## src/rtl/tok_lookahead_ctrl.sv

```systemverilog
// Lookahead token queue between lexer and parser; executes PEEK/CONSUME/EXPECT/EXPECT_KIND on the head token.
// Optional first-error position capture is enabled by defining TOK_LOOKAHEAD_ERRPOS_EN.
module tok_lookahead_ctrl #(
    parameter int CODE_W = 16,
    parameter int DEPTH  = 4,
    parameter int POS_W  = 16
) (
    input  logic              clk,
    input  logic              rst,
    input  logic              tok_valid,
    output logic              tok_ready,
    input  logic [2:0]        tok_kind,
    input  logic [CODE_W-1:0] tok_code,
    input  logic              cmd_valid,
    output logic              cmd_ready,
    input  logic [1:0]        cmd_op,
    input  logic [2:0]        cmd_kind,
    input  logic [CODE_W-1:0] cmd_code,
    output logic              rsp_valid,
    output logic              rsp_hit,
    output logic [2:0]        rsp_kind,
    output logic [CODE_W-1:0] rsp_code,
    output logic [POS_W-1:0]  pos,
    output logic              err,
    output logic [POS_W-1:0]  err_pos
);

    localparam int AW = $clog2(DEPTH);
    localparam logic [2:0] KIND_RESERVED = 3'd0;
    localparam logic [2:0] KIND_EOF      = 3'd4;

    typedef enum logic {ST_RUN, ST_ERR} state_t;
    typedef enum logic [1:0] {OP_PEEK, OP_CONSUME, OP_EXPECT, OP_EXPECT_KIND} op_t;

    state_t            r_state;
    state_t            w_state_nxt;
    logic [AW:0]       r_wr_ptr;
    logic [AW:0]       r_rd_ptr;
    logic              r_eof_seen;
    logic [2:0]        r_q_kind [DEPTH];
    logic [CODE_W-1:0] r_q_code [DEPTH];
    logic              r_rsp_valid;
    logic              r_rsp_hit;
    logic [2:0]        r_rsp_kind;
    logic [CODE_W-1:0] r_rsp_code;
    logic [POS_W-1:0]  r_pos;

    logic              w_empty;
    logic              w_full;
    logic              w_push;
    logic              w_accept;
    logic              w_hit;
    logic              w_pop;
    logic              w_fault;
    logic [2:0]        w_head_kind;
    logic [CODE_W-1:0] w_head_code;
    op_t               w_op;

    // Extra wrap bit distinguishes full from empty when the index bits coincide.
    assign w_empty     = (r_wr_ptr == r_rd_ptr);
    assign w_full      = (r_wr_ptr[AW] != r_rd_ptr[AW]) && (r_wr_ptr[AW-1:0] == r_rd_ptr[AW-1:0]);
    assign w_head_kind = r_q_kind[r_rd_ptr[AW-1:0]];
    assign w_head_code = r_q_code[r_rd_ptr[AW-1:0]];
    assign w_op        = op_t'(cmd_op);

    assign tok_ready = !w_full && !r_eof_seen;
    assign w_push    = tok_valid && tok_ready;

    always_ff @(posedge clk) begin
        // NOTE: every clocked assignment is non-blocking so all registers sample pre-edge values together.
        if (rst) r_state <= ST_RUN;
        else     r_state <= w_state_nxt;
    end

    always_comb begin
        // NOTE: each signal gets a default first, so no path leaves it unassigned and no latch is inferred.
        w_state_nxt = r_state;
        w_hit       = 1'b0;
        w_pop       = 1'b0;
        w_fault     = 1'b0;
        cmd_ready   = (r_state == ST_RUN) && !w_empty;
        w_accept    = cmd_valid && cmd_ready;

        if (w_op == OP_EXPECT_KIND) w_hit = (w_head_kind == cmd_kind);
        else                        w_hit = (w_head_kind == KIND_RESERVED) && (w_head_code == cmd_code);

        if (w_accept) begin
            case (w_op)
                OP_PEEK: ;
                OP_CONSUME:
                    w_pop = w_hit && (w_head_kind != KIND_EOF);
                OP_EXPECT, OP_EXPECT_KIND: begin
                    w_pop   = w_hit && (w_head_kind != KIND_EOF);
                    w_fault = !w_hit;
                end
                default: ;
            endcase
        end
        if (w_fault) w_state_nxt = ST_ERR;
    end

    // NOTE: queue storage has no reset; the pointers alone define which entries are valid.
    always_ff @(posedge clk) begin
        if (w_push) begin
            r_q_kind[r_wr_ptr[AW-1:0]] <= tok_kind;
            r_q_code[r_wr_ptr[AW-1:0]] <= tok_code;
        end
    end

    always_ff @(posedge clk) begin
        if (rst) begin
            r_wr_ptr    <= '0;
            r_rd_ptr    <= '0;
            r_eof_seen  <= 1'b0;
            r_rsp_valid <= 1'b0;
            r_rsp_hit   <= 1'b0;
            r_rsp_kind  <= '0;
            r_rsp_code  <= '0;
            r_pos       <= '0;
        end else begin
            if (w_push) begin
                r_wr_ptr <= r_wr_ptr + (AW+1)'(1);
                if (tok_kind == KIND_EOF) r_eof_seen <= 1'b1;
            end
            if (w_pop) begin
                r_rd_ptr <= r_rd_ptr + (AW+1)'(1);
                if (!(&r_pos)) r_pos <= r_pos + POS_W'(1);
            end
            r_rsp_valid <= w_accept;
            if (w_accept) begin
                r_rsp_hit  <= w_hit;
                r_rsp_kind <= w_head_kind;
                r_rsp_code <= w_head_code;
            end
        end
    end

    assign rsp_valid = r_rsp_valid;
    assign rsp_hit   = r_rsp_hit;
    assign rsp_kind  = r_rsp_kind;
    assign rsp_code  = r_rsp_code;
    assign pos       = r_pos;
    assign err       = (r_state == ST_ERR);

`ifdef TOK_LOOKAHEAD_ERRPOS_EN
    logic [POS_W-1:0] r_err_pos;

    // A fault can only occur in RUN, so this captures the first error position only.
    always_ff @(posedge clk) begin
        if (rst)          r_err_pos <= '0;
        else if (w_fault) r_err_pos <= r_pos;
    end
    assign err_pos = r_err_pos;
`else
    assign err_pos = '0;
`endif

endmodule

```

## config.mk

```make
export PLATFORM = sky130hd
export DESIGN_NAME = tok_lookahead_ctrl
export DESIGN_NICKNAME = d
export VERILOG_FILES = /design/src/rtl/tok_lookahead_ctrl.sv
export SDC_FILE = /design/constraint.sdc
export NUM_CORES = 1
export LEC_CHECK = 0
export BUFFER_PORTS_ARGS = -buffer_cell sky130_fd_sc_hd__buf_2
export CORE_ASPECT_RATIO = 1.1
export CORE_MARGIN = 2
export CORE_UTILIZATION = 40
export CTS_CLUSTER_DIAMETER = 200
export DETAILED_ROUTE_END_ITERATION = 8
export PLACE_DENSITY = 0.71
export SETUP_SLACK_MARGIN = 0.15
export SLEW_MARGIN = 20
export SYNTH_ARGS = -nofsm -noshare
export SYNTH_HDL_FRONTEND = slang
export SYNTH_SLANG_ARGS = --single-unit
```

## constraint.sdc

```tcl
create_clock -name clk -period 5.65 [get_ports clk]
set_clock_uncertainty 0.1 [all_clocks]
set_input_delay 0.8475 -clock clk [delete_from_list [all_inputs] [get_ports clk]]
set_output_delay 0.8475 -clock clk [all_outputs]
set_load 0.005 [all_outputs]
```

---- Word-level counts from Yosys, hierarchy flattened ----
Memories as Yosys holds them, arrays and structs flattened. A register that Yosys moved wholly into a read port is not among the register bits.
Cells that the tools add are included.
W data, S select, Z words.
word-level totals
  register bits ........................... 45
  RAM bits ................................ 76
  input port bits ......................... 44
  logic and storage cells ................. 54
  memories kept ........................... 2
memory list
  memory    depth  width  rd ports  clocked after Yosys merged registers in  write ports  line  source
  r_q_code  4      16     1         1                                        1            41    logic [CODE_W-1:0] r_q_code [DEPTH];
  r_q_kind  4      3      1         1                                        1            40    logic [2:0] r_q_kind [DEPTH];
cells by class
  add/subtract/negate cells ............... 3
  equality and inequality tests ........... 10
  multiplexer cells ....................... 11
  bitwise operators ....................... 2
  reduce and logical (&&, ||, !) cells .... 17
operator list
  operator                 count
  $add A16 B1 Y16 const B  1
  $eq A16 B16 Y1           1
  $reduce_and A16 Y1       1
  $mux W2                  4
  $logic_and A1 B1 Y1      7
  $mux W1                  7
  $add A3 B1 Y3 const B    2
  $eq A3 B3 Y1             2
  $eq A2 B2 Y1 const B     2
  $logic_not A1 Y1         4
  $reduce_and A2 Y1        2
  $eq A3 B3 Y1 const B     1
  $logic_not A3 Y1         1
  $ne A3 B3 Y1 const B     1
  $reduce_or A3 Y1         1
  $eq A2 B1 Y1 const B     1
  $eq A2 B2 Y1             1
  $not A1 Y1               2
  $reduce_or A2 Y1         1
  $ne A1 B1 Y1             1

---- Logic depth before layout (Yosys ltp) ----
Gate-level depths: netlist of the first run.
  word-level depth ........................ 8
  gate-level depth with buffers ........... 11
  gate-level depth less buffers ........... 8

---- Worst setup path before layout of the first run ----
OpenSTA, ideal clock, no wires.
  path kind ............................... flip-flop to flip-flop
  from .................................... register with a tool-made name
  to ...................................... register r_pos[9], in the netlist pos[9]
  library setup time ...................... 0.070 ns
  data arrival time ....................... 2.461 ns
  required time ........................... 5.480 ns
  setup slack ............................. 3.019 ns
  cell stages (with the launch flop) ...... 11
  period minus slack after synthesis ...... 2.631 ns
  cell sequence ........................... dfxtp_1 -> buf_6 -> buf_12 -> mux4_1 -> xnor2_1 -> nand3_1 -> nor3_2 -> a22oi_2 -> buf_6 -> or4_1 -> a21oi_1
RTL lines
  element                 line  source
  end signal: assignment  127   if (!(&r_pos)) r_pos <= r_pos + POS_W'(1);
  end: declaration        46    logic [POS_W-1:0] r_pos;

==> results of run 1 <==
-- flip-flops by register name (all words and copies together) (netlist names), 3 cells and up, named ones only --
register / cells
r_q_kind: 12
r_wr_ptr: 3
r_rd_ptr: 3
r_q_code: 64
pos: 16
rsp_kind: 3
rsp_code: 16
-- cells by family (layout without fill, tap and decap cells) --
| group | count (synthesis) | in the layout | synth area share |
|---|---|---|---|
| other | 1 | 16 | 0.000729 |
| adder cells (fa/ha/maj) | 6 | 6 | 0.0146 |
| AND/OR/NAND/NOR | 90 | 90 | 0.0934 |
| AO/OA/AOI/OAI | 43 | 43 | 0.0474 |
| XOR/XNOR | 25 | 25 | 0.0426 |
| multiplexers | 40 | 40 | 0.128 |
| buffers and inverters | 38 | 124 | 0.0462 |
| flip-flops | 123 | 123 | 0.627 |
-- layout by cell type (no fill, tap or decap), types with 2 or more instances in the layout --
cell       count
buf_2         83
edfxtp_1      76
dfxtp_1       47
nor2_1        36
a21oi_1       21
mux2i_1       21
xnor2_1       18
clkbuf_16     17
conb_1        16
mux4_2        13
o21ai_0       13
or3_1         12
nand4_1        8
inv_1          7
xor2_1         7
nand2_1        7
mux4_1         6
nand3_1        6
ha_1           6
inv_6          6
and3_1         4
o31ai_1        4
or4_1          4
and4_1         3
and2_1         3
clkinv_4       3
nor4_2         2
bufinv_16      2
buf_4          2
-- layout make-up --
type	count	area, um2
fillers	1107	6370
repair buffers	85	430
flip-flops and latches	123	3220
clock inverters	15	160
inverters	7	26.3
well taps	157	196
multi-input cells	220	1760
clock buffers	17	425
-- report_power, final --
group	internal [uW]	switching, uW
registers	999	16.4
clock network	655	401
logic	70.3	92.4
-- synth_stat cells, types with 2 or more instances --
library cell	count
nor2_1	36
buf_2	3
nand2_1	7
ha_1	6
buf_6	2
or3_1	12
nand4_1	8
a21oi_1	21
nor4_2	2
mux2i_1	21
and3_1	5
xnor2_1	18
dfxtp_1	47
and4_1	3
xor2_1	7
edfxtp_1	76
inv_1	7
and2_1	3
or4_1	4
o31ai_1	4
nand3_1	6
mux4_2	13
o21ai_0	13
clkbuf_1	6
mux4_1	6
buf_1	3
buf_4	16
-- worst max-delay path: cells and delay by family, from the launching register on --
family | cells | cell delay [ps]
flops | 1 | 900
mux | 2 | 730
simple gates | 3 | 300
compound gates | 2 | 1120
-- metal layers --
metal / global-route usage / wire (um) / part of all wire / up-vias
met5: 0 / 0 / 0 / -
met3: 0.0446 / 484 / 0.047 / 10
met4: 0.0526 / 96 / 0.0093 / 0
met2: 0.264 / 5250 / 0.51 / 89
li1: - / - / - / 1526
met1: 0.181 / 4480 / 0.43 / 1581
-- worst max path at each step --
stage	startpoint	to	slack (ps)	cells after the start
after CTS	register	pos[5]$_SDFFE_PP0P_	2290	7
after global routing	register	pos[1]$_SDFFE_PP0P_	2010	7
after global placement	register	pos[1]$_SDFFE_PP0P_	2400	7
final	register	pos[1]$_SDFFE_PP0P_	2340	7
after detailed placement	register	pos[1]$_SDFFE_PP0P_	2330	7
after floorplan	register	pos[9]$_SDFFE_PP0P_	3020	10
-- metrics by stage --
step,power (uW),instances,setup slack (ps)
after floorplan,1140,381,3020
after global placement,1190,592,2400
after detailed placement,1200,592,2330
after CTS,2250,624,2290
after global routing,2310,624,2010
final,2230,624,2340
==> impl_metrics.toml, run 1 <==
[status]
status = "finished, final reports clean"

[sta]
slew_viol_final = 0
setup_viol = 0
hold_violations = 0
slew_headroom = 0.294
period_share = 0.585
hold_ws_ps = 385
fmax_ghz = 0.302
rsz0062_at_grt = "no"
setup_tns_ps = 0
tightest_slew_ps = 1060
period_minus_slack_ps = 3310

[worst_setup_path]
cp-end-kind = "register"
crit_slowest_cell = "dfxtp_1"
worstPathMaxFanout = 30
reg2reg_slack_ps = 2340
start_kind = "register"
r2r_end = "pos[1]$_SDFFE_PP0P_"
arrival_ps = 3460
crit_path_frequent_cell = "nor2_1"
crit_type = "reg -> reg"
slowest_delay_ps = 900
cp_cell_sequence = "mux4_2 -> nor2_1 -> a211o_1 -> nor2_1 -> a22oi_2 -> mux2i_1 -> nor2_1"
worstPathRequired_ps = 5800
rr_worst_depth = 7

[worst_hold_path]
hold_class = "reg -> reg"
worstHoldStart = "r_eof_seen$_SDFFE_PP0P_"
holdPathStages = 2
min_to = "r_eof_seen$_SDFFE_PP0P_"

[synth]
synth.ff_latch_count = 123
syn_inst = 366
yosys_warnings = 0
yosys.area.top_type_share = 0.444
synth_edf_count = 76
synth_ff_type = "edfxtp_1"
syn_avg_cell_area_um2 = 14.1
ys_types = 38
yosysSeqAreaShare = 0.627
synthTopCellsByArea = "edfxtp_1 44%, dfxtp_1 18%, mux4_2 5.7%, mux2i_1 4.1%, mux4_1 3.1%"
yosysTopAreaCell = "edfxtp_1"
synth_area_um2 = 5140
async_flop_share = 0

[cts]
tritoncts_num_sinks = 123
cts_tree = "yes"
clock_latency_ps = 400
cts_resized = 0
cts_buffers = 17
cts_setup_buffers = 0
clk_pin_slew_ps = 60
cts_root_buf = "clkbuf_16"
clk_path_buf_depth = 2
htree_levels = 4
cts_hold_buf = 0

[drt]
drc = 0
wl_um = 10300
drt_first_pass_iters = 5
drtIter0Drc = 201
vias = 3206
wl_per_cell_um = 16.5
vias_per_cell = 5.14
antenna_left = 0

[die]
rows = 43
ios = 100
die_y_um = 123
die-area_um2 = 13800
initial_core_util = 0.409
die_w_um = 112
core_area_um2 = 12600

[cells_and_area]
diodes = 0
postLayoutCoreUtil = 0.494
area_growth_syn_to_layout_pct = 20.9
finalNetCount = 504
finalInstanceArea_um2 = 6220
drive_gt1_frac = 0.289

[pwr]
p_per_area_nw_per_um2 = 359
p_leak_uw = 0.00242
peakVddDrop_v = 0.000249

[placement]
dpl_cell_area_um2 = 5630
port_buffers = 83
dpl.hpwl_um = 6950
place.gp.congestion = 0.775

[grt]
grt_first_pass_wirelength_um = 15800
grtUsageTotal = 0.151
grt_max_degree = 47
grt_pass1_vias = 3087
antenna_found_initial = 0
overflow = 0

[job]
drv_cap = 0
Power figures use the tool's default switching activity.
==> run 2: changes to the inputs <==
--- a/config.mk
+++ b/config.mk
@@ -5,6 +5,7 @@
 export SDC_FILE = /design/constraint.sdc
 export NUM_CORES = 1
 export LEC_CHECK = 0
+export ABC_AREA = 1
 export BUFFER_PORTS_ARGS = -buffer_cell sky130_fd_sc_hd__buf_2
 export CORE_ASPECT_RATIO = 1.1
 export CORE_MARGIN = 2
==> constraint.sdc (replaced) <==
create_clock -name clk -period 3.4 [get_ports clk]
set_clock_uncertainty 0.1 [all_clocks]
set_input_delay 0.51 -clock clk [delete_from_list [all_inputs] [get_ports clk]]
set_output_delay 0.51 -clock clk [all_outputs]
set_load 0.005 [all_outputs]
==> impl_metrics.toml, run 2 <==
[grt]
overflow = 0
antenna_found_initial = 0
grt_first_pass_wirelength_um = 20300
grt_pass1_vias = 4128
grtUsageTotal = 0.183
grt_max_degree = 39

[synth]
synth_most_common_cell = "nand2_1"
synth_ff_type = "edfxtp_1"
ys_types = 31
ys_top_cells_by_count = "173 x nand2_1, 76 x edfxtp_1, 53 x nand3_1"
synth_area_um2 = 5510
synth.ff_latch_count = 123
syn_inst = 606
async_flop_share = 0
yosysTopAreaCell = "edfxtp_1"
yosysSeqAreaShare = 0.585
syn_avg_cell_area_um2 = 9.09
yosys.area.top_type_share = 0.414
yosys_warnings = 0
synth_edf_count = 76
synthTopCellsByArea = "edfxtp_1 41%, dfxtp_1 17%, nand2_1 12%, nand3_1 4.8%, inv_1 3.5%"

[pwr]
peakVddDrop_v = 0.000349
internal-power_uw = 2890
combPwrFrac = 0.080
p_per_area_nw_per_um2 = 572
p_sw_frac = 0.237
p_leak_uw = 0.00286
clockPowerShare = 0.473
p_sw_uw = 897
total_power_uw = 3790
p_seq_frac = 0.447

[die]
die-area_um2 = 14700
initial_core_util = 0.413
ios = 100
core_area_um2 = 13300
die_y_um = 127
die_w_um = 116
rows = 44

[worst_setup_path]
slowest_delay_ps = 500
cp_cell_sequence = "inv_2 -> nand2_1 -> nand3_1 -> nand2_1 -> nand2_1 -> nand2_1 -> nor2_1 -> nand2_1 -> nor2_1 -> nand3_2 -> nand2_2 -> nand2_1 -> o21ai_0 -> a21oi_1"
worstPathRequired_ps = 3600
arrival_ps = 2900
start_kind = "register"
worstPathMaxFanout = 38
crit_type = "reg -> reg"
crit_path_frequent_cell = "nand2_1"
reg2reg_slack_ps = 700
crit_slowest_cell = "inv_2"
cp-end-kind = "register"

[cells_and_area]
drive_gt1_frac = 0.187
area_growth_syn_to_layout_pct = 20.2
final_cell_mix = "173 x nand2_1, 83 x buf_2, 76 x edfxtp_1, 53 x nand3_1, 52 x inv_1"
layout_commonest_cell = "nand2_1"
largest_register_ff_count = 64
diodes = 0
finalNetCount = 744

[drt]
wl_per_cell_um = 14.3
drc = 0
antenna_left = 0
drt_first_pass_iters = 5
vias = 4350
vias_per_cell = 4.88
wl_um = 12700
drtIter0Drc = 299

[placement]
place.gp.congestion = 0.830
dpl.hpwl_um = 8390
port_buffers = 83

[sta]
period_minus_slack_ps = 2700
setup_tns_ps = 0
fmax_ghz = 0.370
hold_ws_ps = 206
hold_violations = 0
slew_viol_final = 0
slew_headroom = 0.539
rsz0062_at_grt = "no"
setup_viol = 0
period_share = 0.794
tightest_slew_ps = 691

[status]
status = "finished, final reports clean"

[cts]
cts_resized = 0
cts_hold_buf = 0
clk_pin_slew_ps = 60
clock_latency_ps = 420
clk_path_buf_depth = 2
cts_tree = "yes"
tritoncts_num_sinks = 123
cts_setup_buffers = 0
htree_levels = 4
cts_buffers = 17
cts_root_buf = "clkbuf_16"

[job]
drv_cap = 0

[worst_hold_path]
hold_class = "in -> reg"
run 2: cell count changes in the layout (fill, tap and decap cells not counted), sizes merged, moves of 17 or more:
| cell | change |
|---|---|
| nand3 | +48 |
| mux2i | -21 |
| nand2 | +168 |
| mux4 | -19 |
| xnor2 | -17 |
| inv | +42 |
| o21ai | +19 |
run 2: cells by family (layout without fill, tap and decap cells):
family,Yosys count,in the layout,share of synthesized area
AO/OA/AOI/OAI,66,66,0.0643
XOR/XNOR,6,6,0.00954
adder cells (fa/ha/maj),6,6,0.0136
buffers and inverters,92,178,0.0836
flip-flops,123,123,0.585
other,1,16,0.000681
AND/OR/NAND/NOR,312,312,0.243
run 2: per-layer routing:
metal	track usage	part of all wire	vias to the layer above
met3	0.0522	0.065	22
met2	0.298	0.48	159
met4	0.0875	0.026	0
met1	0.224	0.43	1999
met5	0	0	-
li1	-	-	2170
run 2: critical path: cells and delay by family, from the launching register on:
| family | cells | cell delay [ps] |
|---|---|---|
| buffers and inverters | 1 | 500 |
| flip-flops | 1 | 310 |
| AO/OA/AOI/OAI | 2 | 310 |
| AND/OR/NAND/NOR | 11 | 1340 |
run 2: final timing paths:
path                            cells after the start                     from                        to
worst max-delay path                               14                 register  r_rd_ptr[0]$_SDFFE_PP0P_
worst min-delay path                                1              tok_code[5]  r_q_code[2][5]$_DFFE_PP_
worst max register to register                     14                 register  r_rd_ptr[0]$_SDFFE_PP0P_
worst min register to register                      2  r_eof_seen$_SDFFE_PP0P_   r_eof_seen$_SDFFE_PP0P_
run 2: metrics by stage:
stage	area, um2	util	cells	setup slack [ps]
after floorplan	5560	-	621	1110
after global placement	6020	0.452	859	829
after detailed placement	6020	0.452	859	735
after CTS	6620	0.497	891	722
after global routing	6620	0.497	891	408
final	6620	0.497	891	699
run 2: area by class of cell:
type	count	area, um2
fill	1277	6700
multi-input combinational	406	1880
tap	184	230
sequential	123	3220
clock buffer	19	453
timing repair buffer	92	483
inverter	54	203
clock inverter	13	144
run 2: power groups by stage:
stage	logic (uW)	clock network (uW)	registers, uW
after detailed placement	299	0	1720
after global routing	341	1880	1700
after global placement	295	0	1720
after floorplan	181	0	1720
final	302	1790	1690
after CTS	302	1810	1690
==> run 3: changes to the inputs <==
--- a/config.mk
+++ b/config.mk
@@ -12,7 +12,7 @@
 export CORE_UTILIZATION = 40
 export CTS_CLUSTER_DIAMETER = 200
 export DETAILED_ROUTE_END_ITERATION = 8
-export PLACE_DENSITY = 0.71
+export PLACE_DENSITY = 0.73
 export SETUP_SLACK_MARGIN = 0.15
 export SLEW_MARGIN = 20
 export SYNTH_ARGS = -nofsm -noshare
==> constraint.sdc (replaced) <==
create_clock -name clk -period 2.15 [get_ports clk]
set_clock_uncertainty 0.1 [all_clocks]
set_input_delay 0.3225 -clock clk [delete_from_list [all_inputs] [get_ports clk]]
set_output_delay 0.3225 -clock clk [all_outputs]
set_load 0.005 [all_outputs]
==> impl_metrics.toml, run 3 (synthesized netlist as in run 2, its figures left out) <==
[grt]
grt_pass1_vias = 4326
grt_first_pass_wirelength_um = 21400
grtUsageTotal = 0.193
overflow = 0
grt_max_degree = 42
antenna_found_initial = 0

[die]
initial_core_util = 0.413
die_w_um = 116
core_area_um2 = 13300
rows = 44
die-area_um2 = 14700
ios = 100
die_y_um = 127

[worst_setup_path]
worstPathMaxFanout = 8
reg2reg_slack_ps = -220
crit_slowest_cell = "dfxtp_4"
slowest_delay_ps = 420
cp-endpoint = "pos[12]$_SDFFE_PP0P_"
path_delay_family = "compound AO/OA/AOI/OAI gates"
crit_path_frequent_cell = "nand2_4"
arrival_ps = 2580
cp-end-kind = "register"
r2r_end = "pos[12]$_SDFFE_PP0P_"
cp_cell_sequence = "inv_8 -> buf_12 -> buf_16 -> nand2_4 -> nand3_2 -> nand2_4 -> xor2_1 -> o2111ai_1 -> buf_4 -> a21boi_4 -> nand2_1 -> o21ai_1 -> nor2_1"
cp.depth = 13
rr_worst_depth = 13
path_buf_inv = 4
crit_type = "reg -> reg"
start_kind = "register"
worstPathRequired_ps = 2360

[sta]
rsz0062_at_grt = "yes"
slew_viol_final = 0
period_minus_slack_ps = 2370
worst_slack_ps = -218
hold_violations = 0
period_share = 1.10
fmax_ghz = 0.422
setup_viol = 21
setup_tns_ps = -2740

[placement]
port_buffers = 83
dpl.cell_count = 904
place.gp.congestion = 0.821
dpl.hpwl_um = 9210
dpl_cell_area_um2 = 6490

[drt]
drtIter0Drc = 375
vias_per_cell = 4.88
vias = 4639
drc = 0
wl_per_cell_um = 14.9
wl_um = 14200
drt_first_pass_iters = 5
antenna_left = 0

[cells_and_area]
final_cell_mix = "152 x nand2_1, 83 x buf_2, 76 x edfxtp_1, 51 x inv_1, 47 x buf_4"
largest_register_ff_count = 64
postLayoutCoreUtil = 0.565
layout_commonest_cell = "nand2_1"
fill_cells = 1157
finalInstanceArea_um2 = 7530
finalNetCount = 804
drive_gt1_frac = 0.317
area_growth_syn_to_layout_pct = 36.7
final_cells = 951
diodes = 0

[cts]
clock_latency_ps = 420
tritoncts_num_sinks = 123
clk_path_buf_depth = 2
cts_root_buf = "clkbuf_16"
htree_levels = 4
cts_hold_buf = 0
cts_buffers = 17
cts_tree = "yes"
clk_pin_slew_ps = 50

[pwr]
p_leak_uw = 0.00327
total_power_uw = 5910
peakVddDrop_v = 0.000624
p_per_area_nw_per_um2 = 785

[worst_hold_path]
hold_class = "in -> reg"
holdPathStages = 1

[status]
status = "finished with violations"
violations = "setup timing"

[job]
drv_cap = 0
[run 3: cell types whose count changed in the layout (fill, tap and decap cells not counted), sizes merged]
cell      delta
buf         +59
clkinv       +3
bufinv       -1
clkbuf       +1
clkinvlp     -1
inv          -1
[run 3: worst min-delay path by stage]
stage | slack, ps | end | startpoint
4_1_cts | 2 | r_q_code[3][10]$_DFFE_PP_ | tok_code[10]
2_1_floorplan | 290 | err$_SDFFE_PP0P_ | rst
6_report | 20 | r_q_code[0][4]$_DFFE_PP_ | tok_code[4]
5_1_grt | 2 | r_q_code[0][6]$_DFFE_PP_ | tok_code[6]
3_3_place_gp | 340 | r_eof_seen$_SDFFE_PP0P_ | r_eof_seen$_SDFFE_PP0P_
3_5_place_dp | 350 | r_eof_seen$_SDFFE_PP0P_ | r_eof_seen$_SDFFE_PP0P_
[run 3: through the flow]
stage / hold slack, ps / worst slack [ps]
5_1_grt: 2.36 / -381
3_3_place_gp: 345 / -114
3_5_place_dp: 352 / -181
6_report: 15.7 / -218
2_1_floorplan: 292 / -95.7
4_1_cts: 1.94 / -189
[run 3: layout make-up]
| type | count | area, um2 | share of cell area |
|---|---|---|---|
| clock inverter | 13 | 104 | 0.0138 |
| sequential | 123 | 3230 | 0.429 |
| clock buffer | 19 | 433 | 0.0575 |
| inverter | 54 | 210 | 0.0279 |
| multi-input combinational | 406 | 2130 | 0.282 |
| timing repair buffer | 152 | 1200 | 0.159 |
| tap | 184 | 230 | 0.0306 |
[run 3: metal layers]
metal,share of wire,vias to the layer above,GRT usage,wire length [um]
li1,-,2291,-,-
met1,0.41,2157,0.230,5780
met2,0.51,160,0.325,7240
met3,0.057,31,0.0588,806
met4,0.027,0,0.0756,377
met5,0,-,0,0
[run 3: power by group]
| group | internal, uW | total (uW) | leakage (uW) | switching, uW |
|---|---|---|---|---|
| logic | 278 | 642 | 0.00193 | 364 |
| registers | 2630 | 2680 | 0.00108 | 49.1 |
| clock network | 1570 | 2580 | 0.000260 | 1010 |
| total | 4480 | 5910 | 0.00327 | 1430 |
[run 3: timing repair]
action / in CTS / in global routing
cloned: 3 / 1
gates resized for setup: 28 / 51
buffers inserted: 7 / 4
pin swaps: 13 / 37
setup endpoints to repair: 22 / 121
